$ cat src/rtl/key_encoder_pkg.sv
// rtl/key_encoder_pkg.sv - shared types, codes and helpers for the key encoder
package key_encoder_pkg;

  typedef enum logic {IDLE, HELD} key_state_t;

  localparam logic [2:0] ENABLE_ACTIVE = 3'd4;
  localparam logic [2:0] ENABLE_IDLE   = 3'd0;
  localparam logic [7:0] KEYS_RELEASED = 8'hff;

  // Index of the lowest-numbered pressed (low) key; 0 when none is pressed.
  function automatic logic [2:0] lowest_low(input logic [7:0] keys);
    lowest_low = 3'd0;
    for (int i = 7; i >= 0; i--) begin
      if (!keys[i]) lowest_low = 3'(i);
    end
  endfunction

  // Number of pressed (low) keys.
  function automatic logic [3:0] low_count(input logic [7:0] keys);
    low_count = 4'd0;
    for (int i = 0; i < 8; i++) begin
      low_count = low_count + {3'd0, ~keys[i]};
    end
  endfunction

endpackage

$ cat src/rtl/key_encoder_if.sv
// rtl/key_encoder_if.sv - key inputs and encoded outputs of the key encoder
interface key_encoder_if;

  logic [7:0] key;
  logic [2:0] switch;
  logic [2:0] enable;
  logic       press;
  logic       multi;

  // Board/stimulus side: drives the raw keys, observes the code.
  modport master (
    output key,
    input  switch,
    input  enable,
    input  press,
    input  multi
  );

  // Encoder side.
  modport slave (
    input  key,
    output switch,
    output enable,
    output press,
    output multi
  );

endinterface

$ cat src/rtl/key_debounce.sv
// rtl/key_debounce.sv - synchroniser plus stable-count debouncer for one active-low key
module key_debounce #(
  parameter int SYNC_STAGES     = 2,
  parameter int DEBOUNCE_CYCLES = 4
) (
  input  logic clk,
  input  logic rst,
  input  logic raw,
  output logic deb
);

  localparam int CW = (DEBOUNCE_CYCLES > 1) ? $clog2(DEBOUNCE_CYCLES) : 1;
  localparam logic [CW-1:0] CNT_LAST = CW'(DEBOUNCE_CYCLES - 1);

  logic [SYNC_STAGES-1:0] sync_q;
  logic [CW-1:0]          cnt;
  logic                   sync;

  assign sync = sync_q[SYNC_STAGES-1];

  // Shift the raw key through the synchroniser; reset value means released.
  always_ff @(posedge clk or negedge rst) begin
    if (!rst) begin
      sync_q <= '1;
    end else begin
      sync_q <= {sync_q[SYNC_STAGES-2:0], raw};
    end
  end

  // Accept a new level only after it differs from deb on DEBOUNCE_CYCLES consecutive edges.
  always_ff @(posedge clk or negedge rst) begin
    if (!rst) begin
      cnt <= '0;
      deb <= 1'b1;
    end else if (sync != deb) begin
      if (cnt == CNT_LAST) begin
        deb <= sync;
        cnt <= '0;
      end else begin
        cnt <= cnt + CW'(1);
      end
    end else begin
      cnt <= '0;
    end
  end

endmodule

$ cat src/rtl/key_encoder.sv
// rtl/key_encoder.sv - debounced 8-key to {switch, enable} encoder; KEY_ENCODER_LATCH_EN keeps enable on release
module key_encoder
  import key_encoder_pkg::*;
#(
  parameter int SYNC_STAGES     = 2,
  parameter int DEBOUNCE_CYCLES = 4
) (
  input  logic          clk,
  input  logic          rst,
  key_encoder_if.slave  bus
);

  logic [7:0] deb;

  key_state_t state, state_d;
  logic [2:0] switch_q, switch_d;
  logic [2:0] enable_q, enable_d;
  logic       press_q, press_d;
  logic       multi_q, multi_d;

  for (genvar g = 0; g < 8; g++) begin : g_key
    key_debounce #(
      .SYNC_STAGES    (SYNC_STAGES),
      .DEBOUNCE_CYCLES(DEBOUNCE_CYCLES)
    ) u_debounce (
      .clk(clk),
      .rst(rst),
      .raw(bus.key[g]),
      .deb(deb[g])
    );
  end

  // Register state and all outputs so nothing combinational reaches the pins.
  always_ff @(posedge clk or negedge rst) begin
    if (!rst) begin
      state    <= IDLE;
      switch_q <= 3'd0;
      enable_q <= ENABLE_IDLE;
      press_q  <= 1'b0;
      multi_q  <= 1'b0;
    end else begin
      state    <= state_d;
      switch_q <= switch_d;
      enable_q <= enable_d;
      press_q  <= press_d;
      multi_q  <= multi_d;
    end
  end

  // Accept the lowest pressed key from IDLE; in HELD wait only for that key to release.
  always_comb begin
    state_d  = state;
    switch_d = switch_q;
    enable_d = enable_q;
    press_d  = 1'b0;
    multi_d  = (low_count(deb) > 4'd1);
    case (state)
      IDLE: begin
        if (deb != KEYS_RELEASED) begin
          switch_d = lowest_low(deb);
          enable_d = ENABLE_ACTIVE;
          press_d  = 1'b1;
          state_d  = HELD;
        end
      end
      HELD: begin
        if (deb[switch_q]) begin
          state_d = IDLE;
`ifdef KEY_ENCODER_LATCH_EN
          enable_d = enable_q;
`else
          enable_d = ENABLE_IDLE;
`endif
        end
      end
      default: state_d = IDLE;
    endcase
  end

  assign bus.switch = switch_q;
  assign bus.enable = enable_q;
  assign bus.press  = press_q;
  assign bus.multi  = multi_q;

endmodule

$ cat src/flat_wrapper.sv
// flat-port wrapper written by rule: the top's interface ports become plain ports
module key_encoder_flat import key_encoder_pkg::*;
#(
  parameter int SYNC_STAGES     = 2,
  parameter int DEBOUNCE_CYCLES = 4
)
  (clk, rst, bus_key, bus_switch, bus_enable, bus_press, bus_multi);
  key_encoder_if bus_i ();
  input  logic clk;
  input  logic rst;
  input wire logic [$bits(bus_i.key)-1:0] bus_key;
  output wire logic [$bits(bus_i.switch)-1:0] bus_switch;
  output wire logic [$bits(bus_i.enable)-1:0] bus_enable;
  output wire logic [$bits(bus_i.press)-1:0] bus_press;
  output wire logic [$bits(bus_i.multi)-1:0] bus_multi;
  assign bus_i.key = bus_key;
  assign bus_switch = bus_i.switch;
  assign bus_enable = bus_i.enable;
  assign bus_press = bus_i.press;
  assign bus_multi = bus_i.multi;
  key_encoder #(.SYNC_STAGES(SYNC_STAGES), .DEBOUNCE_CYCLES(DEBOUNCE_CYCLES)) u_core (.clk(clk), .rst(rst), .bus(bus_i));
endmodule
$ cat config.mk
export PLATFORM = sky130hd
export DESIGN_NAME = key_encoder_flat
export DESIGN_NICKNAME = d
export VERILOG_FILES = /design/src/rtl/key_encoder_pkg.sv /design/src/rtl/key_encoder_if.sv /design/src/rtl/key_debounce.sv /design/src/rtl/key_encoder.sv /design/src/flat_wrapper.sv
export SDC_FILE = /design/constraint.sdc
export NUM_CORES = 1
export LEC_CHECK = 0
export CELL_PAD_IN_SITES_DETAIL_PLACEMENT = 1
export CELL_PAD_IN_SITES_GLOBAL_PLACEMENT = 1
export CORE_MARGIN = 5
export CORE_UTILIZATION = 49
export CTS_CLUSTER_DIAMETER = 200
export DETAILED_ROUTE_END_ITERATION = 8
export GPL_ROUTABILITY_DRIVEN = 0
export GPL_TIMING_DRIVEN = 0
export PLACE_DENSITY = 0.86
export SLEW_MARGIN = 15
export SYNTH_ARGS = -nofsm -noshare
export SYNTH_HDL_FRONTEND = slang
export SYNTH_SLANG_ARGS = --single-unit
export TNS_END_PERCENT = 30
$ cat constraint.sdc
create_clock -name clk -period 8.8 [get_ports clk]
set_input_delay 2.2 -clock clk [delete_from_list [all_inputs] [get_ports clk]]
set_output_delay 2.2 -clock clk [all_outputs]
set_load 0.02 [all_outputs]
==> metrics.md <==
| Metric | Value |
|---|---|
| Clock Skew | `0.00262 ns` |
| Buf/Inv on CP | `1` |
| Final min period | `3.61 ns` |
| Cell area after layout | `2270 sq um` |
| 1st-pass router iterations | `4` |
| CP arrival | `1.41 ns` |
| Vias per inst | `5.14` |
| Layout Area Growth over Synthesis | `17.4%` |
| Vias in the first global route | `1262` |
| Htree depth | `2` |
| Mux cell area share after synthesis | `0.0285` |
| Post-Synthesis Cell Area | `1930 sq um` |
| DP Wirelength | `2.67 mm` |
| Die area | `5300 sq um` |
| Max-slew violations | `0` |
| Clk_lat worst skew | `0.30 ns` |
| Final nets | `195` |
| Gr busiest metal | `met2` |
| Fill cells | `396` |
| Clock Path Buffers | `2` |
| GRT Total Usage | `0.155` |
| # rows | `22` |
| # setup viols final | `0` |
| Startpoint types | `register` |
| Routed length per instance | `16.3 um` |
| Max IR drop VDD | `172 uV` |
| Area contributors post-synth | `dfstp_2 33%, dfrtp_1 30%, ha_1 7.8%, fa_1 4.1%, nand2_1 3.3%` |
| Fin util | `0.606` |
| Core Area | `3740 sq um` |
| Reg clk slew, reported paths | `0.08 ns` |
| Routed WL | `3.56 mm` |
| Post-CTS Hold Fix Bufs | `0` |
| FF+latch count, synth | `47` |
| CP Max Fanout | `4` |
| Largest area contributor in the synthesized netlist | `dfstp_2` |
| Hold Slack | `0.358 ns` |
| TritonCTS clock tree | `built` |
| CP endpoint kind | `output port` |
| Xor-xnor portion of the synthesized cell area | `0.0363` |
| Ratio of cells with drive above 1 in the final layout | `0.235` |
| Die Ht | `72.8 um` |
| Pwr Density | `357 nW/um^2` |
| Worst-margin pin slew | `0.526 ns` |
| Via count | `1121` |
| Hold Vio Cnt, Final | `0` |
| Horiz. Die Dim | `72.8 um` |
| Hold Crit Class | `reg2reg` |
| Setup Fix Bufs, Post-CTS | `0` |
| DRC | `0` |
| Seq/Total Area, Yosys | `0.624` |
| Top cell type's share of synthesized area | `0.326` |
| WS Path Type | `reg2out` |
| Adder-cell share of the synthesized area | `0.119` |
| CP delay by family, top | `buffers and inverters` |
| GR Layer Usage met3 | `0.0344` |
| First-pass GRT wire length | `6.11 mm` |
| Drt first-iter violations | `29` |
| Post-CTS Resized | `0` |
| Grt met2 use | `0.275` |
| RSZ-0062 raised after global routing | `no` |
| Crit path max-delay cell type | `clkdlybuf4s50_1` |
| Fraction of the mapped netlist area in compound gates | `0.0609` |
| Max stage delay on crit path | `0.65 ns` |
| Post-Synthesis Cells | `145` |
| Initial Util | `0.516` |
| Initial antenna violation count | `0` |
| Largest family of logic cells by synthesized area | `adder cells` |
| Root Driver | `clkbuf_8` |
| I/O Buffers | `15` |
| Avg Inst Size Synth | `13.3 sq um` |
| Routed Antenna Nets | `0` |
| Slack of the worst reg-to-reg path | `5.53 ns` |
| Post-place instance area | `2170 sq um` |
| Required @ worst endpoint | `6.60 ns` |
| GR Layer Usage met1 | `0.171` |
| Crit path cell chain | `clkdlybuf4s50_1` |
| Synth unique cells | `27` |
| P_leak | `1.01 nW` |
| Largest net degree at the start of global routing | `26` |
| Status | `finished, final reports clean` |
| YS warnings | `0` |
| IO Count | `18` |
| Fin crit share | `0.410` |
| CTS Buf Count | `5` |
| Antenna cells | `0` |
| FMAX | `277 MHz` |
| Synth Area in Simple Gates | `0.0959` |
| Design Power | `0.810 mW` |
| Slew HR | `0.649` |
| Sum Neg Setup Slack | `0 ns` |
| Total gr overflow | `0` |
| CTS sink cnt | `47` |
| Number of max-cap violations | `0` |
## per-stage QoR
step | std cells | worst slack [ns]
after floorplan | 146 | 5.93
after global placement | 209 | 4.43
after detailed placement | 210 | 5.52
after CTS | 218 | 5.19
after global routing | 218 | 5.14
final | 218 | 5.19
## power breakdown
part	internal (mW)	total (mW)	switching [mW]
sequential	0.296	0.353	0.0578
combinational	0.149	0.316	0.167
clock	0.0717	0.140	0.0685
total	0.516	0.810	0.294
## routing by layer
metal	vias to the layer above	routed length, um
met3	7	127
met4	0	80
met2	18	1930
met1	573	1430
li1	523	-
met5	-	0
## kinds of logic after synthesis
family	count (synthesis)
other	1
buffers and inverters	15
xor gates and xnor gates	8
DFF	47
AOI/OAI and AO/OA	19
and+or+nand+nor	36
adders and majority gates	16
muxes	3
## layout make-up
type | instances | area [sq um] | share of cell area
flip-flops and latches | 47 | 1210 | 0.532
clock buffers | 8 | 100 | 0.0441
inverters | 13 | 48.8 | 0.0215
plain buffers | 2 | 15.0 | 0.00662
repair buffers | 16 | 173 | 0.0761
well taps | 48 | 60.1 | 0.0265
multi-input cells | 84 | 666 | 0.293
## flip-flops by register name (all words and copies together) (netlist names)
name	cells
u_core.bus.enable	1
u_core.state	1
u_core.bus.switch	3
u_core.g_key.u_debounce.sync_q	16
u_core.g_key.u_debounce.deb	8
u_core.bus.multi	1
u_core.g_key.u_debounce.cnt	16
u_core.bus.press	1
## layout by cell type (no fill, tap or decap), types with 2 or more instances in the layout
master / n
xor2_1: 4
conb_1: 2
nor3b_1: 4
dfrtp_1: 23
o21ai_0: 11
nand2_1: 17
and2_1: 4
mux4_2: 2
inv_1: 12
clkdlybuf4s50_1: 14
clkbuf_8: 7
ha_1: 12
xnor2_1: 4
nor2b_1: 5
fa_1: 4
nor3_1: 4
buf_4: 2
o31ai_1: 2
dfstp_2: 24
## worst paths after layout
kind                                                      start                                   end  cells past startpoint
max reg2reg                      u_core.g_key[1].u_debounce.deb                      u_core.bus.multi                     11
min reg2reg                u_core.g_key[0].u_debounce.sync_q[0]  u_core.g_key[0].u_debounce.sync_q[1]                      0
max in group asynchronous                                   rst  u_core.g_key[5].u_debounce.sync_q[1]                      2
min                        u_core.g_key[0].u_debounce.sync_q[0]  u_core.g_key[0].u_debounce.sync_q[1]                      0
max                                        u_core.bus.switch[1]                         bus_switch[1]                      1
min in group asynchronous                                   rst     u_core.g_key[2].u_debounce.cnt[0]                      1
## synth_stat cells
| master | number |
|---|---|
| mux2i_1 | 1 |
| o31ai_1 | 2 |
| and2_1 | 4 |
| inv_1 | 12 |
| o22a_1 | 1 |
| dfstp_2 | 24 |
| ha_1 | 12 |
| a41o_2 | 1 |
| fa_1 | 4 |
| a21oi_1 | 1 |
| a211oi_1 | 1 |
| o41ai_1 | 1 |
| nor2_1 | 1 |
| buf_4 | 2 |
| and4_4 | 1 |
| nand2_1 | 17 |
| dfrtp_1 | 23 |
| o21ai_0 | 11 |
| nor3b_1 | 4 |
| inv_2 | 1 |
| mux4_2 | 2 |
| xor2_1 | 4 |
| nor3_1 | 4 |
| a31oi_1 | 1 |
| xnor2_1 | 4 |
| conb_1 | 1 |
| nor2b_1 | 5 |
Power figures use the tool's default switching activity.
